<file path="src/rtl/mult_pkg.sv">
// rtl/mult_pkg.sv - shared types and default widths for the sequential multiplier
package mult_pkg;

    localparam int DEFAULT_M = 8;
    localparam int DEFAULT_N = 8;

    typedef enum logic [1:0] {
        IDLE = 2'd0,
        RUN  = 2'd1,
        DONE = 2'd2
    } mult_state_t;

    // Counter width for N iterations, never narrower than one bit
    function automatic int cnt_width(input int n);
        return (n > 1) ? $clog2(n) : 1;
    endfunction

endpackage

</file>
<file path="src/rtl/mult_sign_unit.sv">
// rtl/mult_sign_unit.sv - combinational conditional two's-complement negate
module mult_sign_unit #(
    parameter int W = 8
) (
    input  logic [W-1:0] x,
    input  logic         en,
    output logic [W-1:0] y
);

    // Absolute value at load (en = operand sign) and signed writeback (en = result sign).
    // The most negative input maps to 2^(W-1), which is exact when read as unsigned.
    always_comb begin
        y = en ? (~x + {{(W-1){1'b0}}, 1'b1}) : x;
    end

endmodule

</file>
<file path="src/rtl/seq_shift_add_multiplier.sv">
// rtl/seq_shift_add_multiplier.sv - one-bit-per-cycle shift-and-add multiplier
module seq_shift_add_multiplier
    import mult_pkg::*;
#(
    parameter int M          = DEFAULT_M,
    parameter int N          = DEFAULT_N,
    parameter int EARLY_EXIT = 1
) (
    input  logic           clk,
    input  logic           rst_n,
    input  logic           start,
    input  logic           signed_mode,
    input  logic [M-1:0]   a,
    input  logic [N-1:0]   b,
    output logic           busy,
    output logic           done,
    output logic [M+N-1:0] product
);

    localparam int CW = cnt_width(N);
    localparam int PW = M + N;

    mult_state_t   state;
    logic [PW-1:0] acc;
    logic [PW-1:0] mcand;
    logic [N-1:0]  mplier;
    logic [CW-1:0] cnt;
    logic          neg;

    logic [M-1:0]  a_mag;
    logic [N-1:0]  b_mag;
    logic [PW-1:0] acc_next;
    logic [PW-1:0] product_wb;
    logic          last_step;

    mult_sign_unit #(.W(M)) u_abs_a (
        .x  (a),
        .en (signed_mode & a[M-1]),
        .y  (a_mag)
    );

    mult_sign_unit #(.W(N)) u_abs_b (
        .x  (b),
        .en (signed_mode & b[N-1]),
        .y  (b_mag)
    );

    mult_sign_unit #(.W(PW)) u_neg_res (
        .x  (acc_next),
        .en (neg),
        .y  (product_wb)
    );

    // Partial-product sum for this cycle and the termination test
    always_comb begin
        acc_next  = acc + (mplier[0] ? mcand : '0);
        last_step = (cnt == CW'(N - 1)) ||
                    ((EARLY_EXIT != 0) && ((mplier >> 1) == '0));
    end

    // Control FSM with datapath registers and registered status outputs
    always_ff @(posedge clk or negedge rst_n) begin
        if (!rst_n) begin
            state   <= IDLE;
            busy    <= 1'b0;
            done    <= 1'b0;
            product <= '0;
            acc     <= '0;
            mcand   <= '0;
            mplier  <= '0;
            cnt     <= '0;
            neg     <= 1'b0;
        end else begin
            case (state)
                IDLE, DONE: begin
                    done <= 1'b0;
                    if (start) begin
                        state  <= RUN;
                        busy   <= 1'b1;
                        acc    <= '0;
                        cnt    <= '0;
                        mcand  <= PW'(a_mag);
                        mplier <= b_mag;
                        neg    <= signed_mode & (a[M-1] ^ b[N-1]);
                    end else begin
                        state <= IDLE;
                        busy  <= 1'b0;
                    end
                end
                RUN: begin
                    acc    <= acc_next;
                    mcand  <= mcand << 1;
                    mplier <= mplier >> 1;
                    cnt    <= cnt + 1'b1;
                    if (last_step) begin
                        state   <= DONE;
                        busy    <= 1'b0;
                        done    <= 1'b1;
                        product <= product_wb;
                    end
                end
                default: begin
                    state <= IDLE;
                    busy  <= 1'b0;
                    done  <= 1'b0;
                end
            endcase
        end
    end

endmodule

</file>
<file path="config.mk">
export PLATFORM = sky130hd
export DESIGN_NAME = seq_shift_add_multiplier
export DESIGN_NICKNAME = d
export VERILOG_FILES = /design/src/rtl/mult_pkg.sv /design/src/rtl/mult_sign_unit.sv /design/src/rtl/seq_shift_add_multiplier.sv
export SDC_FILE = /design/constraint.sdc
export NUM_CORES = 1
export LEC_CHECK = 0
export CAP_MARGIN = 5
export CORE_UTILIZATION = 40
export CTS_CLUSTER_DIAMETER = 80
export DETAILED_ROUTE_END_ITERATION = 10
export HOLD_SLACK_MARGIN = 0.12
export PLACE_DENSITY = 0.55
export SKIP_CTS_REPAIR_TIMING = 1
export SLEW_MARGIN = 20
export SYNTH_ARGS = -nofsm -noshare
export SYNTH_HDL_FRONTEND = slang
export SYNTH_SLANG_ARGS = --single-unit
export TNS_END_PERCENT = 10
</file>
<file path="constraint.sdc">
create_clock -name clk -period 8.69 [get_ports clk]
set_input_delay 1.738 -clock clk [delete_from_list [all_inputs] [get_ports clk]]
set_output_delay 1.738 -clock clk [all_outputs]
set_load 0.02 [all_outputs]
</file>
==> Yosys cells after proc, flatten, opt, wreduce, memory -nomap -nowiden <==
Index checks and enable logic that the tools add are counted.
{ "word_totals": {"output_inout_bits": 18, "wordCells": 54, "ff_bits": 64} }
{ "classes": {"mux": 20, "add_sub_neg": 5, "n_reduce_logical": 8, "eq_ne": 5, "bitwise": 7} }
{ "op_table": {"columns": ["op", "count"], "rows": [
  ["$mux W16", 4],
  ["$pmux W16 S2", 2],
  ["$mux W8", 3],
  ["$add A16 B1 Y16 const B", 1],
  ["$add A16 B16 Y16", 1],
  ["$add A8 B1 Y8 const B", 2],
  ["$not A16 Y16", 1],
  ["$not A8 Y8", 2],
  ["$pmux W8 S2", 1],
  ["$logic_not A8 Y1", 1],
  ["$pmux W3 S2", 1],
  ["$reduce_and A2 Y1", 3],
  ["$mux W1", 5],
  ["$ne A2 B2 Y1 const B", 2],
  ["$pmux W2 S2", 1],
  ["$add A3 B1 Y3 const B", 1],
  ["$and A1 B1 Y1", 3],
  ["$eq A3 B3 Y1 const B", 1],
  ["$mux W3", 1],
  ["$eq A2 B1 Y1 const B", 1],
  ["$eq A2 B2 Y1 const B", 1],
  ["$logic_not A2 Y1", 1],
  ["$mux W2", 1],
  ["$pmux W1 S2", 1],
  ["other kinds (4)", 4]
]} }

==> Longest topological paths before layout <==
{ "depth": {"depth_word": 5, "ltp_mapped": 12} }

==> Cells and area by module <==
Synthesis repeated with hierarchy kept, for this count alone.
{ "unflattened": {"hier_cells": 395, "hier_area_um2": 3920.0} }
{ "by_module_without_submodules": {"columns": ["mod", "instances", "cells_each", "area_each_um2", "seq_area_each_um2"], "rows": [
  ["seq_shift_add_multiplier", 1, 305, 3221.8, 1551.5],
  ["mult_sign_unit (u_neg_res)", 1, 48, 355.3, 0.0],
  ["mult_sign_unit (u_abs_a ...)", 2, 21, 171.4, 0.0]
]} }

==> Least setup slack after synthesis <==
Ideal clock, no wire load.
{ "synth_timing": {"kind": "register to register", "startpoint": "reg mplier[0]", "endpoint": "reg product[15]", "path_slack_ns": 5.167, "path_buffers": 0, "arrival_time_ns": 3.392, "setup_time_ns": 0.131, "path_stages_with_launch": 12, "path_cell_list": "dfrtp_1 -> and2_1 -> ha_1 -> fa_1 -> a21o_1 -> a221oi_4 -> xor2_2 -> nand4_1 -> or3_4 -> or4_4 -> o2111a_1 -> or3_1"} }
{ "synth_between": {"elab_chain_len": 5} }
{ "synth_rtl": {"columns": ["item", "line_no", "text"], "rows": [
  ["start: declaration", "seq_shift_add_multiplier.sv:26", "logic [N-1:0] mplier;"],
  ["start signal: assignment", "seq_shift_add_multiplier.sv:83", "mplier <= b_mag;"],
  ["start signal: assignment", "seq_shift_add_multiplier.sv:93", "mplier <= mplier >> 1;"],
  ["$mux W16 (*)", "seq_shift_add_multiplier.sv:56", "acc_next = acc + (mplier[0] ? mcand : '0);"],
  ["$add A16 B16 Y16 (*)", "seq_shift_add_multiplier.sv:56", null],
  ["$not A16 Y16", "mult_sign_unit.sv:13", "y = en ? (~x + {{(W-1){1'b0}}, 1'b1}) : x;"],
  ["$add A16 B1 Y16", "mult_sign_unit.sv:13", null],
  ["$mux W16 (*)", "mult_sign_unit.sv:13", null],
  ["end signal: assignment", "seq_shift_add_multiplier.sv:99", "product <= product_wb;"],
  ["end: declaration", "seq_shift_add_multiplier.sv:17", "output logic [M+N-1:0] product"]
]} }
Mark *: on every way between the ends. The rest lies on a longest branch, timed or not.
A chain may end at the register's enable or synchronous reset.

==> Worst setup path in the final report <==
Same ends and word-level chain as after synthesis.

==> impl_metrics.ini <==
[setup_path]
worstSetupStartpointType = flop
timing.setup.critical_path_class = flop to flop
timing.critical_path.fanout_max = 17
worstPathRequired_ns = 8.91
worst-path-buf-inv = 0
crit_path_cell_trace = and2_1 > ha_1 > fa_1 > a21o_1 > a221oi_4 > xor2_2 > nand4_1 > or3_4 > or4_4 > o2111a_1 > or3_1
critPathArrivalTime_ns = 4.08
setup.worst_path.end_class = flop
worst_path_max_delay_cell = dfrtp_1
timing.reg2reg.setup_slack_ns = 4.82
critical-path-max-stage-delay_ns = 0.53
cp_top_family = simple AND/OR/NAND/NOR gates

[sta]
layout_worst_path_cycle_share_pct = 44.5
min_period_ns = 3.87
final.hold.worst_slack_ns = 0.480
slew_violations = 0
unrepaired_setup_endpoints_after_global_routing = no
timing.final.setup_violations = 0
maxSlewHeadroom_pct = 43.4
actual_transition_at_the_worst_max_transition_pin_ns = 0.848
clock.fmax_mhz = 258
final_hold_viol_count = 0
fin_tns_setup_ns = 0
postLayoutSetupSlackWorst_ns = 4.82
clock_skews_ns = 0.00988

[synth]
synth.ff_latch_count = 62
post_synth.cell_area_avg_um2 = 9.47
synth.cell_area_um2 = 3860
seq_area_frac_synth_pct = 40.2
count_of_flip_flops_with_a_built_in_enable_after_synthesis = 0
yosys_most_used_dff = dfrtp_1
synthCells = 408
post_synth_num_cell_types = 56
ys.warnings.count = 0
synth-async-reset-ratio_pct = 100
syn-num-nets = 449

[floorplan]
fp.dieH_um = 100
initial_utilization_pct = 41.6
row_count = 35
die_area_um2 = 10100
die_width_um = 100
core-area_um2 = 9280
number_of_i_o_pins = 38

[power]
vdd_ir_drop_max_v = 0.000254
power.static_leakage_nw = 2.01
power_density_nw_per_um2 = 388
internal_power_mw = 1.02
comb_power_share_pct = 53.4
clkPwrFrac_pct = 17.9
share_seq_of_total_power_pct = 28.6
sw_frac_of_total_pct = 42.7
post-layout-total-power_mw = 1.77
total_switching_power_mw = 0.758

[drt]
routed-via-count = 3029
drt_pre_antenna_iters = 4
initialDrtViolationCount = 116
post_route_drc = 0
route.antenna.remaining_nets = 0
routed_wirelength_normalized_by_instance_count_um = 14.6
finalWirelength_um = 8370
viasPerCell = 5.28

[placed_design]
dpl-instance-area_um2 = 4320
numPortBuffers = 37
place.gp.congestion = 0.839
pre_cts_slack_ns = 4.80
detailedPlacementHpwl_um = 6110
place_inst = 558

[clock_network]
clock_latency_ns = 0.34
cts_made_buffers = 9
clock_tree.root_cell = clkbuf_8
cts_tree = yes
numClockSinks = 62
clkSlewWorstSetupHoldPaths_ns = 0.06
clk_path_buf_depth = 2
htree_levels = 3

[final_layout]
share_of_cells_above_drive_strength_1_pct = 7.42
final_common_cell = dfrtp_1
design.final.nets = 481
area_growth_syn_to_layout_pct = 18.4
instances_no_fill = 574
most_frequent_cells_in_the_layout = 62 x dfrtp_1, 47 x nand2_1, 42 x o21ai_0, 36 x clkdlybuf4s50_1, 23 x xnor2_1
post-route-cell-area_um2 = 4580
final.fill_count = 945
final_core_util_pct = 49.3
inserted_diodes = 0

[grt]
global_route.usage.total_pct = 18.6
grt.overflow.total = 0
gr-usage-met3_pct = 4.11
globalRouteMet2Util_pct = 28.8
met1_usage_pct = 26.3
grt_start_max_net_pins = 63
grt_pass1_wl_um = 14700
antenna_found_initial = 0
gr-max-usage-layer = met2
grt_pass1_vias = 2987

[min_path]
hold_class = flop to flop

[flow_run]
max_cap_viol_count = 0

[status]
outcome = finished, final reports clean
power by group through the flow:
stage | Combinational (mW) | Clock [mW] | Sequential, mW
after floorplan | 0.691 | 0 | 0.523
after global placement | 0.945 | 0 | 0.512
after detailed placement | 0.955 | 0 | 0.514
after CTS | 0.956 | 0.325 | 0.510
after global routing | 1.08 | 0.341 | 0.528
final | 0.948 | 0.318 | 0.508
per-layer routing:
metal / share of wire (%) / wire, µm / vias to the layer above
met5: 0 / 0 / -
met4: 1.0 / 85 / 0
met3: 3.3 / 275 / 7
met2: 45 / 3740 / 59
met1: 51 / 4260 / 1418
li1: - / - / 1545
layout make-up:
| class | count | area, µm² | area share (%) |
|---|---|---|---|
| Inverter | 12 | 45.0 | 0.984 |
| Clock buffer | 13 | 159 | 3.47 |
| Sequential cell | 62 | 1550 | 33.9 |
| Timing Repair Buffer | 40 | 388 | 8.48 |
| Clock inverter | 3 | 90.1 | 1.97 |
| Multi-Input combinational cell | 315 | 2180 | 47.7 |
| Tap cell | 129 | 161 | 3.53 |
tightest hold or removal path, cell delays in order, from the launching register on:
cell	delay (ns)
dfrtp_1	0.34
nand2_1	0.05
o21ai_0	0.06
final timing paths:
kind	endpoint	startpoint	depth (start not counted)
max in group asynchronous	done	rst_n	2
worst max-delay path	product[15]	mplier[0]	11
worst min register to register	product[5]	product[5]	2
min in group asynchronous	product[1]	rst_n	2
worst min-delay path	product[5]	product[5]	2
worst max register to register	product[15]	mplier[0]	11
flip-flops by register name, indices dropped and copies added (netlist names):
register,cells
mplier,8
mcand,16
cnt,3
done,1
acc,16
state,1
product,16
neg,1
logic make-up (layout without fill, tap and decap cells):
group	after synthesis	in the layout	share of synthesized area, %
AOI/OAI and AO/OA	136	136	24.6
xor gates and xnor gates	37	37	8.78
adders and majority gates	21	21	6.99
buffers and inverters	31	68	3.59
DFF	62	62	40.2
muxes	4	4	1.07
and+or+nand+nor	117	117	14.8
cells in the mapped netlist, types with 3 or more instances:
cell	n	share of area, %
nand2b_1	4	0.65
a21o_1	9	1.7
dfrtp_1	62	40
nor2b_1	5	0.81
nand3_1	9	1.2
a22oi_1	14	2.7
ha_1	20	6.5
o2111ai_1	4	0.91
inv_1	12	1.2
a21oi_1	10	1.3
o21ai_0	42	5.4
a22o_1	18	4.1
xor2_1	12	2.7
o21a_1	3	0.58
o21ai_1	7	0.91
nand2_1	47	4.6
and2_1	16	2.6
a31oi_1	5	0.81
nor3_1	6	0.78
xnor2_1	23	5.2
clkbuf_1	15	1.5
nor2_1	18	1.7
o31ai_1	6	1.2
mux2i_1	3	0.78
No activity file was read; power rests on OpenSTA's default activity.
